### src/rtl/lc3b_types.sv
// ----------------------------------------------------------------------------
// lc3b_types
// Shared types for the LC-3b pipelined datapath.
//   lc3b_control_word : decoded per-instruction control carried down the pipe.
//   lc3b_mem_state_t  : MEM-stage access sequencer states.
//   word_align()      : clears bit 0 of an address for word accesses.
// ----------------------------------------------------------------------------
package lc3b_types;

   localparam int unsigned WORD_W = 16;

   typedef logic [WORD_W-1:0] lc3b_word;

   typedef struct packed {
      logic       regfile_load;     // WB writes the destination register
      logic [1:0] regfile_mux_sel;  // WB data source select
      logic       dmem_read;        // instruction reads data memory
      logic       dmem_write;       // instruction writes data memory
      logic       mem_byte;         // byte-sized access (LDB/STB)
      logic       mem_indirect;     // pointer-then-data access (LDI/STI)
   } lc3b_control_word;

   typedef enum logic {
      S_FIRST  = 1'b0,
      S_SECOND = 1'b1
   } lc3b_mem_state_t;

   function automatic lc3b_word word_align(input lc3b_word addr);
      return {addr[WORD_W-1:1], 1'b0};
   endfunction

endpackage

### src/rtl/mem_data_align.sv
// ----------------------------------------------------------------------------
// mem_data_align
// Combinational byte-lane steering between the datapath and data memory.
//   i_byte        : access is byte sized
//   i_addr_lsb    : address bit 0, selects the byte lane
//   i_rdata       : raw memory read data
//   i_src         : store data from the register file
//   o_load_data   : load result (zero-extended lane for byte loads)
//   o_wdata       : memory write data (byte replicated for byte stores)
//   o_byte_enable : write lane mask
// ----------------------------------------------------------------------------
module mem_data_align
   import lc3b_types::*;
(
   input  logic        i_byte,
   input  logic        i_addr_lsb,
   input  logic [15:0] i_rdata,
   input  logic [15:0] i_src,
   output logic [15:0] o_load_data,
   output logic [15:0] o_wdata,
   output logic [1:0]  o_byte_enable
);

   logic [7:0] w_lane;

   // Odd byte address lives in the high lane (little-endian).
   assign w_lane = i_addr_lsb ? i_rdata[15:8] : i_rdata[7:0];

   assign o_load_data   = i_byte ? {8'h00, w_lane} : i_rdata;

   // Replicating the byte lets memory pick whichever lane is enabled.
   assign o_wdata       = i_byte ? {i_src[7:0], i_src[7:0]} : i_src;
   assign o_byte_enable = i_byte ? (i_addr_lsb ? 2'b10 : 2'b01) : 2'b11;

endmodule

### src/rtl/stage_mem.sv
// ----------------------------------------------------------------------------
// stage_mem
// Memory-access stage of the pipelined LC-3b datapath plus the MEM/WB
// pipeline register. Issues data-memory requests, sequences the two-access
// indirect ops (LDI/STI) and stalls upstream stages until memory responds.
//
// Build option: define LC3B_MEM_INDIRECT_EN to build the second-access state
// and pointer register. Without it, mem_indirect is ignored and every memory
// op is one access at alu_in.
//
// Ports
//   clk, reset          : clock, asynchronous active-high reset
//   valid_in            : EX/MEM holds a real instruction
//   control_in          : decoded control word
//   alu_in              : ALU result / effective address
//   ir_in, pc_in, pcn_in: instruction, PC, next PC
//   src_in              : store data
//   dmem_rdata, dmem_resp                       : memory response
//   dmem_address, dmem_read, dmem_write,
//   dmem_byte_enable, dmem_wdata                : memory request
//   stall_out           : freeze IF/ID/EX and EX/MEM this cycle
//   valid_out .. pcn_out: MEM/WB register contents for WB
// ----------------------------------------------------------------------------
module stage_mem
   import lc3b_types::*;
(
   input  logic             clk,
   input  logic             reset,
   input  logic             valid_in,
   input  lc3b_control_word control_in,
   input  logic [15:0]      alu_in,
   input  logic [15:0]      ir_in,
   input  logic [15:0]      pc_in,
   input  logic [15:0]      pcn_in,
   input  logic [15:0]      src_in,
   input  logic [15:0]      dmem_rdata,
   input  logic             dmem_resp,
   output logic [15:0]      dmem_address,
   output logic             dmem_read,
   output logic             dmem_write,
   output logic [1:0]       dmem_byte_enable,
   output logic [15:0]      dmem_wdata,
   output logic             stall_out,
   output logic             valid_out,
   output lc3b_control_word control_out,
   output logic [15:0]      alu_out,
   output logic [15:0]      ir_out,
   output logic [15:0]      mdr_out,
   output logic [15:0]      pc_out,
   output logic [15:0]      pcn_out
);

   logic        w_mem_op;
   logic [15:0] w_addr;
   logic        w_read;
   logic        w_write;
   logic        w_final;
   logic [15:0] w_load_data;
   logic [15:0] w_wdata;
   logic [1:0]  w_byte_enable;

   assign w_mem_op = valid_in & (control_in.dmem_read | control_in.dmem_write);

   mem_data_align u_align (
      .i_byte        (control_in.mem_byte),
      .i_addr_lsb    (alu_in[0]),
      .i_rdata       (dmem_rdata),
      .i_src         (src_in),
      .o_load_data   (w_load_data),
      .o_wdata       (w_wdata),
      .o_byte_enable (w_byte_enable)
   );

`ifdef LC3B_MEM_INDIRECT_EN
   lc3b_mem_state_t r_state;
   lc3b_mem_state_t w_state_next;
   logic [15:0]     r_ptr;

   // NOTE: sequential state uses non-blocking assignments so every flop
   // samples pre-edge values regardless of block ordering.
   always_ff @(posedge clk or posedge reset) begin
      if (reset) begin
         r_state <= S_FIRST;
         r_ptr   <= 16'h0000;
      end else begin
         r_state <= w_state_next;
         if (r_state == S_FIRST && w_mem_op && control_in.mem_indirect && dmem_resp)
            r_ptr <= dmem_rdata;
      end
   end

   // NOTE: every signal driven here gets a default first, so no path can
   // leave one unassigned and infer a latch.
   always_comb begin
      w_state_next = r_state;
      w_addr       = alu_in;
      w_read       = 1'b0;
      w_write      = 1'b0;
      w_final      = 1'b1;
      case (r_state)
         S_FIRST: begin
            if (control_in.mem_indirect) begin
               // Pointer fetch: always a word read, never the final access.
               w_addr  = word_align(alu_in);
               w_read  = w_mem_op;
               w_final = 1'b0;
               if (w_mem_op && dmem_resp)
                  w_state_next = S_SECOND;
            end else begin
               w_addr  = control_in.mem_byte ? alu_in : word_align(alu_in);
               w_read  = w_mem_op & control_in.dmem_read;
               w_write = w_mem_op & control_in.dmem_write & ~control_in.dmem_read;
            end
         end
         S_SECOND: begin
            w_addr  = word_align(r_ptr);
            w_read  = w_mem_op & control_in.dmem_read;
            w_write = w_mem_op & control_in.dmem_write & ~control_in.dmem_read;
            if (w_mem_op && dmem_resp)
               w_state_next = S_FIRST;
         end
         default: w_state_next = S_FIRST;
      endcase
   end
`else
   always_comb begin
      w_final = 1'b1;
      w_addr  = control_in.mem_byte ? alu_in : word_align(alu_in);
      w_read  = w_mem_op & control_in.dmem_read;
      w_write = w_mem_op & control_in.dmem_write & ~control_in.dmem_read;
   end
`endif

   // Reset gates the strobes combinationally so an in-flight access is
   // abandoned in the same cycle reset rises.
   assign dmem_address     = w_addr;
   assign dmem_read        = w_read & ~reset;
   assign dmem_write       = w_write & ~reset;
   assign dmem_byte_enable = w_byte_enable;
   assign dmem_wdata       = w_wdata;
   assign stall_out        = w_mem_op & ~(dmem_resp & w_final) & ~reset;

   // MEM/WB pipeline register. A stall loads a bubble so WB never writes
   // the register file for a half-finished memory op.
   always_ff @(posedge clk or posedge reset) begin
      if (reset) begin
         valid_out   <= 1'b0;
         control_out <= '0;
         alu_out     <= 16'h0000;
         ir_out      <= 16'h0000;
         mdr_out     <= 16'h0000;
         pc_out      <= 16'h0000;
         pcn_out     <= 16'h0000;
      end else begin
         alu_out <= alu_in;
         ir_out  <= ir_in;
         pc_out  <= pc_in;
         pcn_out <= pcn_in;
         if (stall_out) begin
            valid_out   <= 1'b0;
            control_out <= '0;
            mdr_out     <= 16'h0000;
         end else begin
            valid_out   <= valid_in;
            control_out <= valid_in ? control_in : '0;
            mdr_out     <= (valid_in && control_in.dmem_read) ? w_load_data : 16'h0000;
         end
      end
   end

endmodule

### config.mk
export PLATFORM = sky130hd
export DESIGN_NAME = stage_mem
export DESIGN_NICKNAME = d
export VERILOG_FILES = /design/src/rtl/lc3b_types.sv /design/src/rtl/mem_data_align.sv /design/src/rtl/stage_mem.sv
export SDC_FILE = /design/constraint.sdc
export NUM_CORES = 1
export LEC_CHECK = 0
export BUFFER_PORTS_ARGS = -buffer_cell sky130_fd_sc_hd__buf_4
export CAP_MARGIN = 20
export CORE_MARGIN = 5
export CORE_UTILIZATION = 35
export DETAILED_ROUTE_END_ITERATION = 10
export GPL_TIMING_DRIVEN = 1
export PLACE_DENSITY = 0.82
export RECOVER_POWER = 25
export SLEW_MARGIN = 0
export SYNTH_ARGS = -nofsm -noshare
export SYNTH_HDL_FRONTEND = slang
export SYNTH_SLANG_ARGS = --single-unit
### constraint.sdc
create_clock -name clk -period 2.6 [get_ports clk]
set_clock_uncertainty 0.1 [all_clocks]
set_input_delay 0.13 -clock clk [delete_from_list [all_inputs] [get_ports clk]]
set_output_delay 0.13 -clock clk [all_outputs]
set_load 0.1 [all_outputs]
==> qor.yml, run 1 <==
status: "complete, no violations"
dieArea_sq_um: 10200
cts_tree: "done"
netlist_area_sq_um: 2890
antenna_found_initial: 0
grt_pass1_vias: 2912
period_needed_ns: 2.18
clockRootBuffer: "clkbuf_8"
required_ns: 2.37
p_comb_share_pct: 34.2
synth-simple-area-share_pct: 5.58
ys_async_sr_fraction_pct: 100
pwr_density_cell_nw_per_um2: 647
power_frac_seq_pct: 40.8
p_int_uw: 2160
final_hold_viol_count: 0
critical_path_class: "input port to output pin"
whs_ns: 0.0427
worst_slew_pin_slew_ns: 1.23
cpMostUsedCell: "buf_4"
rows: 33
placed_area_sq_um: 4550
yosys_warnings: 0
synth-seq-cells: 88
arrival_ns: 1.95
hold_path.class: "input port to flop"
grt_remaining_overflow: 0
max_cap_violations: 0
dpl.hpwl_mm: 6.82
finalPower_uw: 3560
drive_above_1_share_pct: 52.0
cts_setup_buffers: 0
p_leak_uw: 0.00277
drtPass1Iterations: 4
critPathBufInv: 4
timing.final.max_slew_violations: 0
die_x_um: 101
fillers: 594
cts.path.max_buffers: 2
clk_transition_reported_paths_ns: 0.09
port_buffers: 231
initial_utilization_pct: 35.5
synthesis.nets: 285
core_sq_um: 8130
synth-edff-count: 0
cts_resized: 0
vias: 2571
p_clk_share_pct: 25.0
io_pins: 232
viasPerCell: 4.40
drt_iter0_drc: 47
cts_buffers: 9
yosysSeqAreaShare_pct: 76.2
synth_top_flop_cell: "dfrtp_1"
grtUsageTotal_pct: 20.4
wl_per_cell_um: 17.6
timing.slew.headroom_pct: 18.1
fmax_ghz: 0.459
synth_compound_gate_area_share_pct: 6.58
gp_congestion: 0.789
p_sw_uw: 1400
avgSynthCellArea_sq_um: 16.2
synthAdderAreaFrac_pct: 0
synth_cell_types: 22
layout_worst_path_cycle_share_pct: 83.8
drc: 0
rsz0062_at_grt: "no"
synth_mux_area_share_pct: 3.12
worstPathCellList: "dlygate4sd3_1 > buf_4 > clkinvlp_4 > and3_1 > buf_4"
setup_viol: 0
grt_max_degree: 36
yosys.area_share.xor_xnor_pct: 0
insertedDiodeCount: 0
crit_path_max_incr_delay_ns: 0.54
finalInstanceArea_sq_um: 5500
drt-total-wl_mm: 10.3
swShare_pct: 39.4
crit_path_top_delay_cell: "dlygate4sd3_1"
netlist_instances: 178
nets: 581
setup.worst_path.end_class: "output pin"
crit_fanout: 30
clock-sinks: 88
fin_tns_setup_ns: 0
syn_to_final_growth_pct: 90.3
synth_top_family_by_area: "buffers and inverters"
irDropWorstVdd_mv: 0.334
grt_pass1_wl_mm: 15.6
ant_nets: 0
cp-start-kind: "input port"
fp.dieH_um: 101
hold_buffers: 84
cpLargestDelayFamily: "buffers and inverters"
htreeDepth: 3
registers in the layout, indices dropped and copies added (netlist names):
register / cells
alu_out: 16
pc_out: 16
pcn_out: 16
valid_out: 1
control_out: 7
mdr_out: 16
ir_out: 16
power groups by stage:
| stage | Sequential [uW] | Clock, uW | Combinational [uW] |
|---|---|---|---|
| floorplan | 1960 | 0 | 352 |
| global placement | 1480 | 0 | 1120 |
| detailed placement | 1480 | 0 | 1130 |
| CTS | 1450 | 909 | 1240 |
| global route | 1460 | 981 | 1260 |
| finish | 1450 | 892 | 1220 |
cells in the final DEF (no fill, tap or decap), types with 5 or more instances in the layout:
cell,count
clkbuf_1,20
nand3_1,8
o211a_1,5
a21oi_1,8
a21bo_2,7
clkbuf_8,11
dfrtp_1,88
dlygate4sd3_1,84
clkbuf_4,52
buf_4,161
nor3b_1,7
mux2_2,8
area by class of cell:
| type | instances | area, sq um | share of cell area (%) |
|---|---|---|---|
| well taps | 105 | 131 | 2.39 |
| inverters | 3 | 15.0 | 0.273 |
| clock inverters | 5 | 38.8 | 0.705 |
| multi-input cells | 55 | 448 | 8.14 |
| flip-flops and latches | 88 | 2200 | 40.0 |
| repair buffers | 317 | 2510 | 45.7 |
| clock buffers | 11 | 151 | 2.75 |
through the flow:
stage	setup slack [ns]	utilization (%)	std cells
after detailed placement	0.948	55.9	484
final	0.422	67.6	584
after floorplan	0.224	-	178
after global placement	0.948	55.9	484
after global routing	0.184	67.6	584
after CTS	0.391	68.6	584
cell usage after synthesis (2+ instances only):
master / number / share of area, %
dfrtp_1: 88 / 76
buf_4: 23 / 6.0
a21oi_1: 8 / 1.4
mux2_2: 8 / 3.1
nand3_1: 8 / 1.4
a21bo_2: 7 / 2.4
nor3b_1: 7 / 1.8
buf_2: 6 / 1.0
o211a_1: 5 / 1.7
buf_6: 3 / 1.2
inv_1: 3 / 0.39
and3_1: 2 / 0.43
final timing paths:
| path | from | to | cells after the start |
|---|---|---|---|
| worst max-delay path | reset | dmem_read | 5 |
| worst min-delay path | dmem_rdata[1] | mdr_out[1]$_DFF_PP0_ | 3 |
| max in group asynchronous | reset | pc_out[6]$_DFF_PP0_ | 4 |
| min in group asynchronous | reset | control_out[5]$_DFF_PP0_ | 3 |
tightest hold or removal path, stage by stage:
cell and delay (ns):
buf_4 0.10, a21bo_2 0.17, a21oi_1 0.05
logic make-up after synthesis:
family                 after synthesis
buffers and inverters               35
flip-flops                          88
multiplexers                         8
AO/OA/AOI/OAI                       23
AND/OR/NAND/NOR                     24
metal layers:
| metal | vias to the layer above | part of all wire (%) | GRT usage, % | wire length [um] |
|---|---|---|---|---|
| met5 | - | 0 | 0 | 0 |
| met4 | 0 | 2.3 | 6.95 | 235 |
| met3 | 19 | 9.9 | 7.40 | 1020 |
| met2 | 157 | 55 | 38.6 | 5690 |
| met1 | 1240 | 32 | 20.5 | 3330 |
| li1 | 1155 | - | - | - |
Note: power is estimated with default switching activity, not from simulation.
==> inputs of run 2 (changes only) <==
- CORE_UTILIZATION: 35 -> 39
- PLACE_DENSITY: 0.82 -> 0.86
- clock period: 2.6 -> 2.1 ns (I/O delays scaled with it)
==> run 2 against run 1 <==
Net effect: critical path depth is the same; flip-flop and latch count is the same; via count grew 1.5%; sequential share of layout area shrank 0.25 points; cell count shrank 0.86%; count of clock-buffer cells in the layout shrank 2; utilization grew 8.7 points; die area shrank 9.3%; clock power grew 27%; power grew 25%; first-iteration DRC count grew 6.4%; routed wire length grew 2.9%.
==> qor.yml, run 2 (synthesized netlist as in run 1, its figures left out) <==
final_common_cell: "buf_4"
whs_ns: 0.0111  # -0.0316 ns
cts_resized: 0  # unchanged
max_cap_violations: 0  # unchanged
grtUsageTotal_pct: 23.4  # +3.0 points
dieArea_sq_um: 9240  # -9.3%
pwr_density_cell_nw_per_um2: 802  # +24%
io_pins: 232  # unchanged
power_frac_seq_pct: 40.5  # -0.3 points
drtPass1Iterations: 4  # unchanged
viasPerCell: 4.51  # +2.4%
cts_tree: "done"
cts_setup_buffers: 0  # unchanged
htreeDepth: 3  # unchanged
irDropWorstVdd_mv: 0.399  # +20%
fmax_ghz: 0.507
vias: 2610  # +1.5%
arrival_ns: 2.12  # +0.17 ns
cts_buffers: 9  # unchanged
period_needed_ns: 1.97
crit_path_top_delay_cell: "o211ai_2"
pre_cts_slack_ns: 0.807  # -0.141 ns
syn_to_final_growth_pct: 91.5
port_buffers: 231  # unchanged
ant_nets: 0  # unchanged
drive_above_1_share_pct: 53.3  # +1.4 points
p_leak_uw: 0.00280  # +1.2%
hold_buffers: 86  # +2.4%
fp.dieH_um: 96.1  # -4.7%
drt_iter0_drc: 50  # +6.4%
layout_common_cells: "buf_4, dfrtp_1, dlygate4sd3_1"
drc: 0  # unchanged
core_sq_um: 7250  # -11%
seqCellArea_sq_um: 2200  # unchanged
setup_viol: 0  # unchanged
dp_cells: 477  # -1.4%
antenna_found_initial: 0  # unchanged
layout_worst_path_cycle_share_pct: 93.9
layout.cells.non_filler: 579  # -0.86%
grt_max_degree: 89  # +150%
swShare_pct: 40.6  # +1.1 points
critical_path_class: "input port to flop"
multi_input_area_sq_um: 450  # +0.56%
fillers: 444  # -25%
insertedDiodeCount: 0  # unchanged
timing.slew.headroom_pct: 18.9  # +0.78 points
timing.final.max_slew_violations: 0  # unchanged
status: "complete, no violations"
cpMostUsedCell: "dlygate4sd3_1"
die_x_um: 96.1  # -4.7%
dpl.hpwl_mm: 6.83  # +0.16%
crit_fanout: 17  # -43%
worstPathCellList: "dlygate4sd3_1 > buf_4 > o211ai_2 > a21oi_1 > dlygate4sd3_1"
final_hold_viol_count: 0  # unchanged
setup.worst_path.end_class: "flop"
fin_tns_setup_ns: 0  # unchanged
drt-total-wl_mm: 10.6  # +2.9%
worst_slew_pin_slew_ns: 1.22  # -0.0117 ns
hold_path.class: "input port to flop"
clock-sinks: 88  # unchanged
gp_congestion: 0.772  # -2.1%
wl_per_cell_um: 18.3  # +3.8%
rows: 31  # -6.1%
initial_utilization_pct: 39.9  # +4.3 points
cp-start-kind: "input port"
grt_pass1_vias: 3010  # +3.4%
required_ns: 2.25  # -0.12 ns
grt_remaining_overflow: 0  # unchanged
grt_pass1_wl_mm: 15.7  # +1.1%
crit_path_max_incr_delay_ns: 0.63  # +0.09 ns
clockRootBuffer: "clkbuf_8"
rsz0062_at_grt: "no"
clk_transition_reported_paths_ns: 0.10  # about the same
cts.path.max_buffers: 2  # unchanged
fin_ws_ns: 0.128  # -0.295 ns
p_int_uw: 2640  # +22%
nets: 582  # +0.17%
p_clk_share_pct: 25.4  # +0.4 points
p_sw_uw: 1800  # +28%
p_comb_share_pct: 34.1  # about the same
## run 2: cell types whose count changed in the layout (fill, tap and decap cells not counted), sizes merged
cell,previous run,this run
dlygate4sd3,84,86
clkinvlp,2,1
buf,161,160
clkinv,3,4
clkbuf,83,81
inv,3,5
## run 2: per-stage QoR
step | total power [uW] | instance area (sq um) | util (%)
5_1_grt | 4620 | 5540 | 76.3
3_5_place_dp | 3230 | 4550 | 62.7
6_report | 4440 | 5540 | 76.3
4_1_cts | 4490 | 5600 | 77.3
3_3_place_gp | 3220 | 4550 | 62.7
2_1_floorplan | 2870 | 2900 | -
## run 2: final timing paths
path	start	end	slack, ns	depth (start not counted)
max	reset	mdr_out[0]$_DFF_PP0_	0.13	5
min	dmem_rdata[5]	mdr_out[5]$_DFF_PP0_	0.01	3
max in group asynchronous	reset	ir_out[3]$_DFF_PP0_	0.46	4
min in group asynchronous	reset	control_out[6]$_DFF_PP0_	0.69	4
## run 2: power by group through the flow
stage	clock, uW	sequential, uW	combinational (uW)
6_report	1130	1800	1510
5_1_grt	1250	1810	1560
4_1_cts	1160	1800	1530
3_5_place_dp	0	1830	1400
3_3_place_gp	0	1830	1390
2_1_floorplan	0	2430	437
## run 2: area by class of cell
| class | instances | share of cell area, % |
|---|---|---|
| clock buffer | 9 | 2.24 |
| clock inverter | 7 | 1.33 |
| timing repair buffer | 318 | 46.1 |
| multi-input combinational | 55 | 8.14 |
| inverter | 3 | 0.226 |
| sequential | 88 | 39.8 |
| tap | 99 | 2.24 |
## run 2: layer usage
layer	vias to the layer above	global-route usage (%)	routed length, um
li1	1168	-	-
met1	1265	21.8	3160
met2	157	45.7	5960
met3	20	9.15	1250
met4	0	7.46	201
met5	-	0	0
## run 2: critical path, delay by kind of cell
kind            cells  cell delay, ns
buf+inv             3            1.29
compound gates      2            0.71
